<file path="src/rtl/load_store_unit.sv">
// Data-side memory stage: turns one core load/store into a memory request, aligns
// store data/byte enables, extends load data, and reports misalignment or timeout.
module load_store_unit #(
   parameter int unsigned TIMEOUT_CYCLES = 255
) (
   input  logic        clk,
   input  logic        reset,
   input  logic        req_valid,
   output logic        req_ready,
   input  logic        req_write,
   input  logic [2:0]  req_funct3,
   input  logic [31:0] req_addr,
   input  logic [31:0] req_wdata,
   output logic        rsp_valid,
   output logic [31:0] rsp_rdata,
   output logic        rsp_misaligned,
   output logic        rsp_timeout,
   output logic        mem_valid,
   input  logic        mem_ready,
   output logic        mem_write,
   output logic [31:0] mem_addr,
   output logic [31:0] mem_wdata,
   output logic [3:0]  mem_be,
   input  logic        mem_rvalid,
   input  logic [31:0] mem_rdata,
   output logic [1:0]  dbg_state_o
);

   // Handshakes: a core request transfers on the rising edge where req_valid && req_ready;
   // a memory request transfers where mem_valid && mem_ready; mem_rvalid is a one-cycle data strobe.

   typedef enum logic [1:0] {IDLE, REQ, WAIT_R, RESP} state_t;

   localparam int unsigned CW = $clog2(TIMEOUT_CYCLES);
   localparam logic [CW-1:0] LAST = CW'(TIMEOUT_CYCLES - 1);

   state_t        state_q;
   logic [CW-1:0] cnt_q;
   logic [2:0]    funct3_q;
   logic [1:0]    off_q;
   logic          mem_valid_q, mem_write_q;
   logic [31:0]   mem_addr_q, mem_wdata_q;
   logic [3:0]    mem_be_q;
   logic          rsp_valid_q, rsp_mis_q, rsp_to_q;
   logic [31:0]   rsp_rdata_q;

   logic          legal_d;
   logic [3:0]    be_d;
   logic [31:0]   wdata_d, shifted_d, load_data_d;

   always_comb begin
      legal_d = 1'b0;
      case (req_funct3)
         3'b000:  legal_d = 1'b1;
         3'b001:  legal_d = ~req_addr[0];
         3'b010:  legal_d = (req_addr[1:0] == 2'b00);
         3'b100:  legal_d = ~req_write;
         3'b101:  legal_d = ~req_write & ~req_addr[0];
         default: legal_d = 1'b0;
      endcase
   end

   always_comb begin
      be_d    = 4'b1111;
      wdata_d = req_wdata;
      case (req_funct3[1:0])
         2'b00: begin
            be_d    = 4'b0001 << req_addr[1:0];
            wdata_d = {4{req_wdata[7:0]}};
         end
         2'b01: begin
            be_d    = 4'b0011 << req_addr[1:0];
            wdata_d = {2{req_wdata[15:0]}};
         end
         default: begin
            be_d    = 4'b1111;
            wdata_d = req_wdata;
         end
      endcase
   end

   assign shifted_d = mem_rdata >> {off_q, 3'b000};

   always_comb begin
      load_data_d = shifted_d;
      case (funct3_q)
         3'b000:  load_data_d = {{24{shifted_d[7]}}, shifted_d[7:0]};
         3'b001:  load_data_d = {{16{shifted_d[15]}}, shifted_d[15:0]};
         3'b100:  load_data_d = {24'b0, shifted_d[7:0]};
         3'b101:  load_data_d = {16'b0, shifted_d[15:0]};
         default: load_data_d = shifted_d;
      endcase
   end

   // The counter saturates at LAST so a completion arriving right at the limit
   // still leaves a bounded window for the following read data.
   always_ff @(posedge clk) begin
      if (!reset) begin
         state_q     <= IDLE;
         cnt_q       <= '0;
         funct3_q    <= 3'b000;
         off_q       <= 2'b00;
         mem_valid_q <= 1'b0;
         mem_write_q <= 1'b0;
         mem_addr_q  <= 32'h0;
         mem_wdata_q <= 32'h0;
         mem_be_q    <= 4'b0000;
         rsp_valid_q <= 1'b0;
         rsp_rdata_q <= 32'h0;
         rsp_mis_q   <= 1'b0;
         rsp_to_q    <= 1'b0;
      end else begin
         rsp_valid_q <= 1'b0;
         case (state_q)
            IDLE: begin
               if (req_valid) begin
                  funct3_q    <= req_funct3;
                  off_q       <= req_addr[1:0];
                  mem_write_q <= req_write;
                  mem_addr_q  <= {req_addr[31:2], 2'b00};
                  mem_wdata_q <= wdata_d;
                  mem_be_q    <= be_d;
                  cnt_q       <= '0;
                  if (legal_d) begin
                     state_q     <= REQ;
                     mem_valid_q <= 1'b1;
                  end else begin
                     state_q     <= RESP;
                     rsp_valid_q <= 1'b1;
                     rsp_rdata_q <= 32'h0;
                     rsp_mis_q   <= 1'b1;
                     rsp_to_q    <= 1'b0;
                  end
               end
            end
            REQ: begin
               if (cnt_q != LAST) cnt_q <= cnt_q + CW'(1);
               if (mem_ready) begin
                  mem_valid_q <= 1'b0;
                  if (mem_write_q) begin
                     state_q     <= RESP;
                     rsp_valid_q <= 1'b1;
                     rsp_rdata_q <= 32'h0;
                     rsp_mis_q   <= 1'b0;
                     rsp_to_q    <= 1'b0;
                  end else begin
                     state_q <= WAIT_R;
                  end
               end else if (cnt_q == LAST) begin
                  mem_valid_q <= 1'b0;
                  state_q     <= RESP;
                  rsp_valid_q <= 1'b1;
                  rsp_rdata_q <= 32'h0;
                  rsp_mis_q   <= 1'b0;
                  rsp_to_q    <= 1'b1;
               end
            end
            WAIT_R: begin
               if (cnt_q != LAST) cnt_q <= cnt_q + CW'(1);
               if (mem_rvalid) begin
                  state_q     <= RESP;
                  rsp_valid_q <= 1'b1;
                  rsp_rdata_q <= load_data_d;
                  rsp_mis_q   <= 1'b0;
                  rsp_to_q    <= 1'b0;
               end else if (cnt_q == LAST) begin
                  state_q     <= RESP;
                  rsp_valid_q <= 1'b1;
                  rsp_rdata_q <= 32'h0;
                  rsp_mis_q   <= 1'b0;
                  rsp_to_q    <= 1'b1;
               end
            end
            RESP: state_q <= IDLE;
            default: state_q <= IDLE;
         endcase
      end
   end

   assign req_ready      = (state_q == IDLE) & reset;
   assign rsp_valid      = rsp_valid_q;
   assign rsp_rdata      = rsp_rdata_q;
   assign rsp_misaligned = rsp_mis_q;
   assign rsp_timeout    = rsp_to_q;
   assign mem_valid      = mem_valid_q;
   assign mem_write      = mem_write_q;
   assign mem_addr       = mem_addr_q;
   assign mem_wdata      = mem_wdata_q;
   assign mem_be         = mem_be_q;
   assign dbg_state_o    = state_q;

endmodule

</file>
<file path="config.mk">
export PLATFORM = sky130hd
export DESIGN_NAME = load_store_unit
export DESIGN_NICKNAME = d
export VERILOG_FILES = /design/src/rtl/load_store_unit.sv
export SDC_FILE = /design/constraint.sdc
export NUM_CORES = 1
export LEC_CHECK = 0
export ABC_AREA = 1
export BUFFER_PORTS_ARGS = -buffer_cell sky130_fd_sc_hd__buf_2
export CAP_MARGIN = 15
export CORE_MARGIN = 10
export CORE_UTILIZATION = 45
export DETAILED_ROUTE_END_ITERATION = 7
export GPL_TIMING_DRIVEN = 0
export PLACE_DENSITY = 0.76
export SLEW_MARGIN = 20
export SYNTH_ARGS = -nofsm -noshare
export SYNTH_HDL_FRONTEND = slang
export SYNTH_SLANG_ARGS = --single-unit
</file>
<file path="constraint.sdc">
create_clock -name clk -period 1.8 [get_ports clk]
set_input_delay 0.09 -clock clk [delete_from_list [all_inputs] [get_ports clk]]
set_output_delay 0.09 -clock clk [all_outputs]
set_load 0.1 [all_outputs]
</file>
==> After elaboration in Yosys (flattened, before gate mapping) <==
Cells that the tools add are included.
{ "word_totals": {"register_bits": 118, "input_bits": 105, "out_inout_bits": 108, "elab_cells": 99} }
{ "op_classes": {"add_sub_neg": 1, "n_eq_ne": 19, "shift": 3, "mux": 46, "bitwise": 4, "n_reduce_logical": 13} }
{ "op_table": {"columns": ["op", "count"], "rows": [
  ["$mux W32", 6],
  ["$pmux W32 S4", 1],
  ["$pmux W32 S3", 1],
  ["$pmux W32 S2", 1],
  ["$shr A32 B5 Y32", 1],
  ["$mux W1", 22],
  ["$mux W8", 2],
  ["$pmux W8 S2", 1],
  ["$eq A3 B3 Y1 const B", 4],
  ["$mux W2", 5],
  ["$pmux W1 S3", 3],
  ["$add A8 B1 Y8 const B", 1],
  ["$eq A8 B8 Y1 const B", 1],
  ["$ne A8 B8 Y1 const B", 1],
  ["$pmux W2 S4", 1],
  ["$pmux W4 S2", 1],
  ["$reduce_and A4 Y1", 2],
  ["$eq A3 B1 Y1 const B", 2],
  ["$logic_not A2 Y1", 3],
  ["$logic_not A3 Y1", 2],
  ["$ne A2 B2 Y1 const B", 3],
  ["$ne A3 B3 Y1 const B", 2],
  ["$pmux W1 S5", 1],
  ["$eq A2 B1 Y1 const B", 2],
  ["13 further kinds", 17]
]} }

==> Longest topological paths before layout <==
Gate-level depths: netlist of the first run.
{ "logic_depth": {"depth_word": 6, "mapped_depth": 13} }

==> Worst setup path before layout of the first run <==
Ideal clock, no wire load.
{ "synth_timing": {"kind": "register to register", "start": "reg state_q[0], in the netlist dbg_state_o[0]", "end": "reg rsp_rdata_q[0], in the netlist rsp_rdata[0]", "arrival_time_ns": 2.573, "required_ns": 1.730, "path_slack_ns": -0.844, "path_stages_with_launch": 12, "n_path_buf": 2, "synth_period_minus_slack_ns": 2.644, "path_cell_list": "dfxtp_1 > inv_1 > ha_1 > inv_1 > nor2_2 > nor3_2 > nand2_4 > inv_2 > buf_6 > buf_2 > o21ai_0 > a21oi_1"} }
{ "synth_via": {"elab_chain_len": 3} }
{ "synth_lines": {"columns": ["element", "line_no", "rtl"], "rows": [
  ["start: declaration", "37", "state_t state_q;"],
  ["start signal: assignment", "99", "state_q <= IDLE;"],
  ["start signal: assignment", "125", "state_q <= REQ;"],
  ["start signal: assignment", "128", "state_q <= RESP;"],
  ["$eq A2 B1 Y1, or another cell as far along", "114", "case (state_q)"],
  ["$ne A3 B3 Y1 (no line), or another cell as far along", null, null],
  ["$reduce_and A4 Y1 (no line)", null, null],
  ["end signal: assignment", "163", "rsp_rdata_q <= load_data_d;"],
  ["end: declaration", "45", "logic [31:0] rsp_rdata_q;"]
]} }
Parallel ways exist; a longest one is shown, timed or not.
A chain may end at the register's enable or synchronous reset.

==> Worst setup path in the final report of the first run <==
{ "layout_timing": {"start": "reg state_q[0], in the netlist dbg_state_o[0]", "end": "reg cnt_q[4]"} }
{ "layout_via": {"elab_chain_len": 4} }
{ "layout_lines": {"columns": ["element", "line_no", "rtl"], "rows": [
  ["$eq A2 B2 Y1 / $eq A2 B1 Y1 (equally long branches)", "114", null],
  ["$reduce_or A2 Y1 (no line)", null, null],
  ["$ne A2 B1 Y1 (no line) / $reduce_bool A2 Y1 (equally long branches)", null, null],
  ["$reduce_and A3 Y1 (no line)", null, null],
  ["end signal: assignment", "137", "if (cnt_q != LAST) cnt_q <= cnt_q + CW'(1);"],
  ["end signal: assignment", "159", "if (cnt_q != LAST) cnt_q <= cnt_q + CW'(1);"],
  ["end: declaration", "38", "logic [CW-1:0] cnt_q;"]
]} }
Parallel ways exist; a longest one is shown, timed or not.

==> flow_summary.json, run 1 <==
{
  "status": "finished clean",
  "fin_crit_ns": 1.74,
  "route.detailed.drc": 0,
  "layout_common_cells": "251 x nand2_1, 226 x buf_2, 110 x dfxtp_1, 107 x o21ai_0, 80 x nor2_1",
  "drv_cap": 0,
  "finalClockSkew_ns": 0.00689,
  "area_growth_syn_to_layout_pct": 49.7,
  "setup_ws_ns": 0.0597,
  "cts_tree": "yes",
  "relSlewSlack_pct": 50.7,
  "finalSetupViolCount": 0,
  "clk_latency_ns": 0.43,
  "final_core_util_pct": 68.8,
  "numPortBuffers": 209,
  "dieHeight_um": 136,
  "synth-main-ff-cell": "dfxtp_1",
  "clockBufferDepth": 2,
  "worst_pin_slew_ns": 0.739,
  "worst_ep_arrival_time_ns": 2.06,
  "syn_area_per_cell_um2": 6.71,
  "die_width_um": 136,
  "initial_utilization_pct": 46.0,
  "core_um2": 13200,
  "wire_per_inst_um": 17.3,
  "critPathCaptureType": "flop",
  "cts-root-buf": "clkbuf_16",
  "timing.rr.start": "dbg_state_o[0]",
  "hold_viol_final": 0,
  "fin_crit_sh_pct": 96.7,
  "layout_commonest_cell": "nand2_1",
  "finalNonFillerCells": 1409,
  "vias_per_cell": 5.39,
  "path_class": "flop to flop",
  "dp_cells": 1293,
  "synth_cell_types": 45,
  "routed_wl_um": 24400,
  "preCtsSetupSlack_ns": -0.287,
  "antenna_found_initial": 3,
  "grt_start_max_net_pins": 20,
  "netlist_instances": 907,
  "h-tree-depth": 4,
  "hp-start": "req_funct3[1]",
  "row_count": 42,
  "fin_nets": 1332,
  "p_leak_uw": 0.00427,
  "die_area_um2": 18600,
  "drive_gt1_share_pct": 30.8,
  "hold_slack_ns": 0.0197,
  "drtPass1Iterations": 5,
  "hold_path.class": "primary input to flop",
  "final_max_slew_viol_count": 0,
  "gp_congestion": 0.933,
  "critPathLaunch": "dbg_state_o[0]",
  "cts_buffers": 17,
  "boundaryPins": 213,
  "drt_iter0_markers": 605,
  "synth-async-reset-ratio_pct": 0,
  "grtUsageTotal_pct": 24.7,
  "ys_ff_latch": 118,
  "required_ns": 2.12,
  "cts.sinks": 118,
  "power.density_nw_per_um2": 1770,
  "grt_pass1_wl_um": 36500,
  "crit_path_max_fanout": 7,
  "clk_pin_slew_ns": 0.06,
  "grt_pass1_vias": 7086,
  "synth_edf_count": 0,
  "syn-cell-area_um2": 6090,
  "ir_drop_v": 0.00128,
  "cp-start-kind": "flop",
  "place_hpwl_um": 16700,
  "rsz0062_at_grt": "true",
  "synth-seq-area-share_pct": 38.8,
  "via_count": 7590,
  "ant_nets": 0,
  "yosysWarnings": 0,
  "grt.overflow.total": 0,
  "timing.fmax_ghz": 0.575
}
-- final cells by class --
type	instances	area, um^2
well taps	176	220
multi-input cells	676	3440
fillers	1111	4130
clock buffers	20	468
flip-flops and latches	118	2380
repair inverters	1	7.51
plain buffers	54	329
clock inverters	12	141
repair buffers	292	1880
inverters	59	250
diodes	1	2.50
-- cell families (layout without fill, tap and decap cells) --
| logic type | after synthesis | in the layout | synth area share, % |
|---|---|---|---|
| adder cells (fa/ha/maj) | 8 | 8 | 1.64 |
| AND/OR/NAND/NOR | 427 | 428 | 29.8 |
| buffers and inverters | 116 | 438 | 8.39 |
| XOR/XNOR | 1 | 1 | 0.144 |
| flip-flops | 118 | 118 | 38.8 |
| other | 1 | 3 | 0.0616 |
| AO/OA/AOI/OAI | 236 | 237 | 21.1 |
-- power breakdown --
part | total, uW | internal [uW] | switching, uW
Sequential | 3530 | 3160 | 371
Combinational | 9080 | 2300 | 6780
Clock | 3490 | 2170 | 1330
-- synthesized netlist by cell type (3+ instances only) --
master / count / area, um^2
nand2_1: 254 / 953
dfxtp_1: 118 / 2360
o21ai_0: 111 / 556
nor2_1: 82 / 308
a21oi_1: 80 / 400
nand3_1: 61 / 305
inv_1: 53 / 199
clkbuf_1: 27 / 101
buf_2: 21 / 105
a31oi_1: 11 / 68.8
ha_1: 8 / 100
or2_2: 8 / 50.1
a22oi_1: 7 / 52.6
o221ai_1: 7 / 61.3
buf_6: 5 / 56.3
inv_2: 5 / 18.8
o21ai_1: 5 / 25.0
a21oi_2: 4 / 35.0
nor3_1: 4 / 20.0
buf_4: 3 / 22.5
nand2_4: 3 / 33.8
nor2_2: 3 / 18.8
o211ai_1: 3 / 22.5
-- stage by stage --
step,TNS [ns],power [uW],cell area (um^2)
2_1_floorplan,-0.773,9950,6200
3_3_place_gp,-3.93,11500,7470
3_5_place_dp,-4.69,11600,7470
4_1_cts,0,15300,8740
5_1_grt,-0.325,16800,9110
6_report,0,16100,9110
-- flip-flops by register name, summed over array words and instances, names as in the netlist --
register	flops
mem_valid	1
mem_be	4
cnt_q	8
mem_wdata	32
off_q	2
rsp_misaligned	1
rsp_rdata	32
funct3_q	3
rsp_valid	1
dbg_state_o	2
mem_addr	30
mem_write	1
rsp_timeout	1
-- worst paths after layout --
check / depth (start not counted) / endpoint / slack, ns
worst min register to register: 2 / rsp_timeout / 0.44
worst max register to register: 9 / cnt_q[4] / 0.06
worst max-delay path: 9 / cnt_q[4] / 0.06
worst min-delay path: 3 / mem_wdata[31] / 0.02
-- repair_timing --
action | 4_1_cts | 5_1_grt
endpoints found under the setup margin | 54 | 50
cloned | 1 | 5
setup buffers | 6 | 18
pin swaps | 3 | 7
endpoints found under the hold margin | 55 | 0
resized for setup | 20 | 43
hold buffers | 56 | 0
-- routing by layer --
metal	vias to the layer above	share of wire [%]	track usage, %	routed length [um]
li1	3626	-	-	-
met1	3481	38	27.5	9210
met2	419	48	41.0	11600
met3	62	12	9.78	2840
met4	2	3.0	10.5	722
met5	-	0.049	0	12
-- critical path, cell delays in order, from the launching register on --
cell        delay (ns)
dfxtp_4           0.40
inv_4             0.06
ha_4              0.30
clkinvlp_4        0.08
o21ai_1           0.19
nand2_2           0.14
inv_2             0.12
nand3_1           0.10
o21ai_0           0.17
nor2_1            0.07
Note: power is estimated with default switching activity, not from simulation.
==> run 2: changes to the inputs <==
- REMOVE_ABC_BUFFERS: default -> 1
==> run 2 against run 1 <==
The flow now finishes with violations (negative setup slack). Hold slack improved by 0.011 ns. Register-to-register slack worse by 0.07 ns. Clock skew increased by 0.0020 ns. Maximum frequency fell by 3.6%. Die area unchanged. Setup slack got worse by 0.065 ns. Clock power is 11% lower. Critical path type unchanged. Largest cell class unchanged.
==> flow_summary.json, run 2 (synthesis gave the netlist of run 1 again) <==
{
  "status": "complete, but fails checks",
  "violations": "negative setup slack",
  "combPwrFrac_pct": 59.2,
  "vias_per_cell": 5.48,
  "multi_input_area_um2": 3540,
  "grt_start_max_net_pins": 67,
  "crit_path_cell_trace": "inv_2 -> ha_2 -> inv_2 -> nor2_2 -> nor3_4 -> nand2_4 -> buf_12 -> clkinv_16 -> nand2_4 -> nand2_8 -> buf_4 -> a21oi_1",
  "drv_cap": 0,
  "route.detailed.drc": 0,
  "die_area_um2": 18600,
  "via_count": 7599,
  "clockBufferDepth": 2,
  "clk_pin_slew_ns": 0.06,
  "power.density_nw_per_um2": 1790,
  "final_core_util_pct": 69.0,
  "dr_wl_met2_um": 11700,
  "wl_met1_um": 9310,
  "grt.overflow.total": 0,
  "finalSetupViolCount": 1,
  "ant_nets": 0,
  "antenna_found_initial": 1,
  "finalClockSkew_ns": 0.00889,
  "fin_setup_tns_ns": -0.00558,
  "fill_cells": 1053,
  "postPlaceCellArea_um2": 7120,
  "clk_latency_ns": 0.43,
  "routed.top_layer": "met4",
  "routed-wl-met3_um": 3400,
  "routed_wl_um": 25100,
  "hold_path.class": "primary input to flop",
  "required_ns": 2.14,
  "relSlewSlack_pct": 29.4,
  "p_leak_uw": 0.00429,
  "drtPass1Iterations": 6,
  "switching_share_pct": 54.2,
  "drive_gt1_share_pct": 31.8,
  "fin_crit_sh_pct": 100,
  "timing.fmax_ghz": 0.554,
  "fin_nets": 1309,
  "grtUsageTotal_pct": 25.1,
  "cpPeakStageDelay_ns": 0.35,
  "p_sw_uw": 8840,
  "numPortBuffers": 210,
  "cts-root-buf": "clkbuf_16",
  "ir_drop_v": 0.00120,
  "drt_iter0_markers": 732,
  "wire_per_inst_um": 18.1,
  "place_hpwl_um": 14500,
  "h-tree-depth": 4,
  "cts_tree": "yes",
  "seqPwrFrac_pct": 21.6,
  "cp_slowest_cell": "dfxtp_4",
  "clockPowerShare_pct": 19.2,
  "critPathCaptureType": "flop",
  "setup_ws_ns": -0.00558,
  "fin_crit_ns": 1.81,
  "hold_slack_ns": 0.0305,
  "boundaryPins": 213,
  "die_width_um": 136,
  "gp_congestion": 0.874,
  "regArea_um2": 2380,
  "intPower_uw": 7460,
  "area_growth_syn_to_layout_pct": 50.1,
  "cts.sinks": 118,
  "grt_pass1_wl_um": 37200,
  "layout_commonest_cell": "nand2_1",
  "cp-start-kind": "flop",
  "row_count": 42,
  "initial_utilization_pct": 46.0,
  "hold_viol_final": 0,
  "crit_path_max_fanout": 13,
  "worst_pin_slew_ns": 1.06,
  "dieHeight_um": 136,
  "core_um2": 13200,
  "final_max_slew_viol_count": 0,
  "preCtsSetupSlack_ns": -0.983,
  "rsz0062_at_grt": "true",
  "layout_common_cells": "243 x nand2_1, 209 x buf_2, 111 x dfxtp_1, 107 x o21ai_0, 80 x nor2_1",
  "path_class": "flop to flop",
  "cts_buffers": 17,
  "worst_ep_arrival_time_ns": 2.15,
  "grt_pass1_vias": 7056,
  "design_area_um2": 9130
}
[run 2: final cells by class]
class                      instances  share of cell area (%)
multi-input combinational        681                    38.8
timing repair inverter             3                   0.301
clock buffer                      18                    4.81
sequential                       118                    26.1
clock inverter                    14                    1.12
timing repair buffer             316                    23.0
tap                              176                    2.41
inverter                          59                    3.43
antenna                            1                  0.0274
[run 2: what timing repair did]
action / 4_1_cts / 5_1_grt
endpoints found under the setup margin: 117 / 48
gates resized for setup: 44 / 57
cloned: 6 / 5
hold endpoints to repair: 54 / 0
hold buffers: 56 / 0
setup buffers: 28 / 20
pin swaps: 9 / 24
[run 2: final timing paths]
path,start,endpoint,slack (ns),cells past startpoint
setup / recovery,dbg_state_o[1],rsp_rdata[8],-0.006,12
hold / removal,req_wdata[7],mem_wdata[7],0.03,5
setup reg to reg,dbg_state_o[1],rsp_rdata[8],-0.006,12
hold reg to reg,rsp_timeout,rsp_timeout,0.44,2
[run 2: routing by layer]
metal	vias up	global-route usage, %
met4	0	10.6
met2	471	40.8
met3	77	10.6
met5	-	0
met1	3460	28.3
li1	3591	-
[run 2: critical path, delay by kind of cell (launching register included)]
| kind | cells | cell delay [ns] |
|---|---|---|
| compound gates | 1 | 0.13 |
| flops | 1 | 0.35 |
| buf+inv | 5 | 0.53 |
| simple gates | 5 | 0.49 |
| fa+ha+maj | 1 | 0.22 |
[run 2: per-stage QoR]
stage          cells  total power, uW
6_report        1386            16300
2_1_floorplan    851             9440
3_3_place_gp    1237            11000
4_1_cts         1361            15400
5_1_grt         1385            17000
3_5_place_dp    1239            11000
[run 2: power by group through the flow]
stage | combinational (uW) | clock [uW] | sequential (uW)
finish | 9650 | 3120 | 3520
global route | 10200 | 3280 | 3580
CTS | 8730 | 3150 | 3520
detailed placement | 7440 | 0 | 3560
global placement | 7430 | 0 | 3550
floorplan | 2600 | 0 | 6830
==> run 3: changes to the inputs <==
- CORE_UTILIZATION: 45 -> 40
- PLACE_DENSITY: 0.76 -> 0.69
- RECOVER_POWER: default -> 100
==> run 3 against run 2 <==
The run now ends clean. Critical path depth down 3. Sequential share of layout area up 0.16 points. Clock power up 5%. Count of clock-buffer cells in the layout down 1. Largest power group unchanged. Sequential power about the same.
==> flow_summary.json, run 3 (synthesis gave the netlist of run 1 again) <==
{
  "cp_slowest_cell": "dfxtp_4",
  "drv_cap": 0,
  "numPortBuffers": 210,
  "timing.fmax_ghz": 0.570,
  "place_hpwl_um": 14800,
  "ir_drop_v": 0.00120,
  "crit_buf_inv": 4,
  "final_max_slew_viol_count": 0,
  "cpPeakStageDelay_ns": 0.37,
  "ant_nets": 0,
  "cts_buffers": 17,
  "layout_commonest_cell": "nand2_1",
  "grt.overflow.total": 0,
  "critPathCaptureType": "flop",
  "wire_per_inst_um": 17.4,
  "clockBufferDepth": 2,
  "layout_common_cells": "249 x nand2_1, 117 x buf_2, 112 x dfxtp_1, 106 x o21ai_0, 93 x clkbuf_2",
  "h-tree-depth": 4,
  "path_class": "flop to flop",
  "core_um2": 15000,
  "dieHeight_um": 143,
  "initial_utilization_pct": 40.5,
  "row_count": 45,
  "clk_latency_ns": 0.42,
  "finalClockSkew_ns": 0.00579,
  "status": "finished clean",
  "rsz0062_at_grt": "true",
  "fin_crit_ns": 1.75,
  "fin_crit_sh_pct": 97.4,
  "crit_path_max_fanout": 5,
  "p_leak_uw": 0.00415,
  "fin_nets": 1307,
  "via_count": 7496,
  "grt_pass1_wl_um": 36300,
  "cp-start-kind": "flop",
  "relSlewSlack_pct": 32.0,
  "worst_ep_arrival_time_ns": 2.11,
  "hold_path.class": "primary input to flop",
  "cts-root-buf": "clkbuf_16",
  "drt_iter0_markers": 560,
  "routed_wl_um": 24300,
  "grt_start_max_net_pins": 67,
  "finalPower_uw": 16200,
  "clk_pin_slew_ns": 0.06,
  "vias_per_cell": 5.37,
  "boundaryPins": 213,
  "grt_pass1_vias": 6836,
  "antenna_found_initial": 4,
  "die_width_um": 143,
  "setup_ws_ns": 0.0463,
  "drive_gt1_share_pct": 31.5,
  "cts.sinks": 118,
  "route.detailed.drc": 0,
  "hold_viol_final": 0,
  "power.density_nw_per_um2": 1780,
  "required_ns": 2.16,
  "die_area_um2": 20500,
  "area_growth_syn_to_layout_pct": 49.1,
  "finalSetupViolCount": 0,
  "cts_tree": "yes",
  "worst_pin_slew_ns": 1.02,
  "gp_congestion": 0.859,
  "drtPass1Iterations": 6,
  "critical_path.top_delay_family": "buffers and inverters",
  "preCtsSetupSlack_ns": -1.01,
  "grtUsageTotal_pct": 22.3,
  "crit_path_cell_trace": "inv_4 -> ha_4 -> inv_2 -> buf_12 -> nor2_4 -> clkinvlp_4 -> o211ai_4 -> nand3_2 -> a21oi_2"
}
-- run 3: cell types whose count changed in the layout (fill, tap and decap cells not counted), sizes merged --
cell         delta
clkinv          -2
inv             +3
buf            -95
dlygate4sd3     -1
bufinv          +1
clkbuf         +92
-- run 3: metal layers --
layer / vias up / global-route usage [%] / routed length (um)
met5: - / 0 / 34
met4: 6 / 9.94 / 712
met3: 55 / 9.31 / 3090
met2: 405 / 35.4 / 11200
met1: 3432 / 25.6 / 9290
li1: 3598 / - / -
-- run 3: repair_timing --
action                                  4_1_cts  5_1_grt
resized for setup                            47       50
gates cloned                                  5        7
hold buffers                                 55        0
endpoints found under the hold margin        53        0
pin swaps                                     9       20
setup buffers                                21       26
endpoints found under the setup margin      119       46
-- run 3: per-stage QoR --
| step | hold WS, ns | instances | cell area (um^2) | util, % | setup TNS, ns |
|---|---|---|---|---|---|
| 3_5_place_dp | 0.344 | 1251 | 7130 | 47.4 | -77.56 |
| 2_1_floorplan | 0.222 | 851 | 5800 | - | -206.65 |
| 3_3_place_gp | 0.337 | 1249 | 7090 | 47.1 | -306.65 |
| 5_1_grt | 0.0541 | 1395 | 9070 | 60.3 | -0.399 |
| 4_1_cts | 0.0179 | 1363 | 8610 | 57.3 | 0 |
| 6_report | 0.0308 | 1396 | 9070 | 60.4 | 0 |
-- run 3: report_power, final --
part | switching (uW) | total [uW] | internal [uW]
logic | 7020 | 9320 | 2300
registers | 392 | 3550 | 3160
clock network | 1370 | 3290 | 1930
total | 8770 | 16200 | 7380
-- run 3: final timing paths --
kind | start | endpoint | slack, ns | cells past startpoint
worst max-delay path | dbg_state_o[1] | rsp_rdata[0] | 0.05 | 9
worst min-delay path | req_funct3[2] | funct3_q[2] | 0.03 | 3
worst max register to register | dbg_state_o[1] | rsp_rdata[0] | 0.05 | 9
worst min register to register | rsp_timeout | rsp_timeout | 0.45 | 2
-- run 3: layout make-up --
type                            count  area, um^2
Fill cell                        1357        5960
Multi-Input combinational cell    681        3550
Sequential cell                   118        2380
Timing Repair Buffer              313        2010
Clock buffer                       17         425
Inverter                           59         292
Tap cell                          188         235
Clock inverter                     15         143
Timing Repair inverter              4        30.0
Antenna cell                        1        2.50
-- run 3: tightest hold or removal path, cell delays in order --
cell	delay, ns
buf_2	0.13
o21ai_0	0.09
a21oi_1	0.10
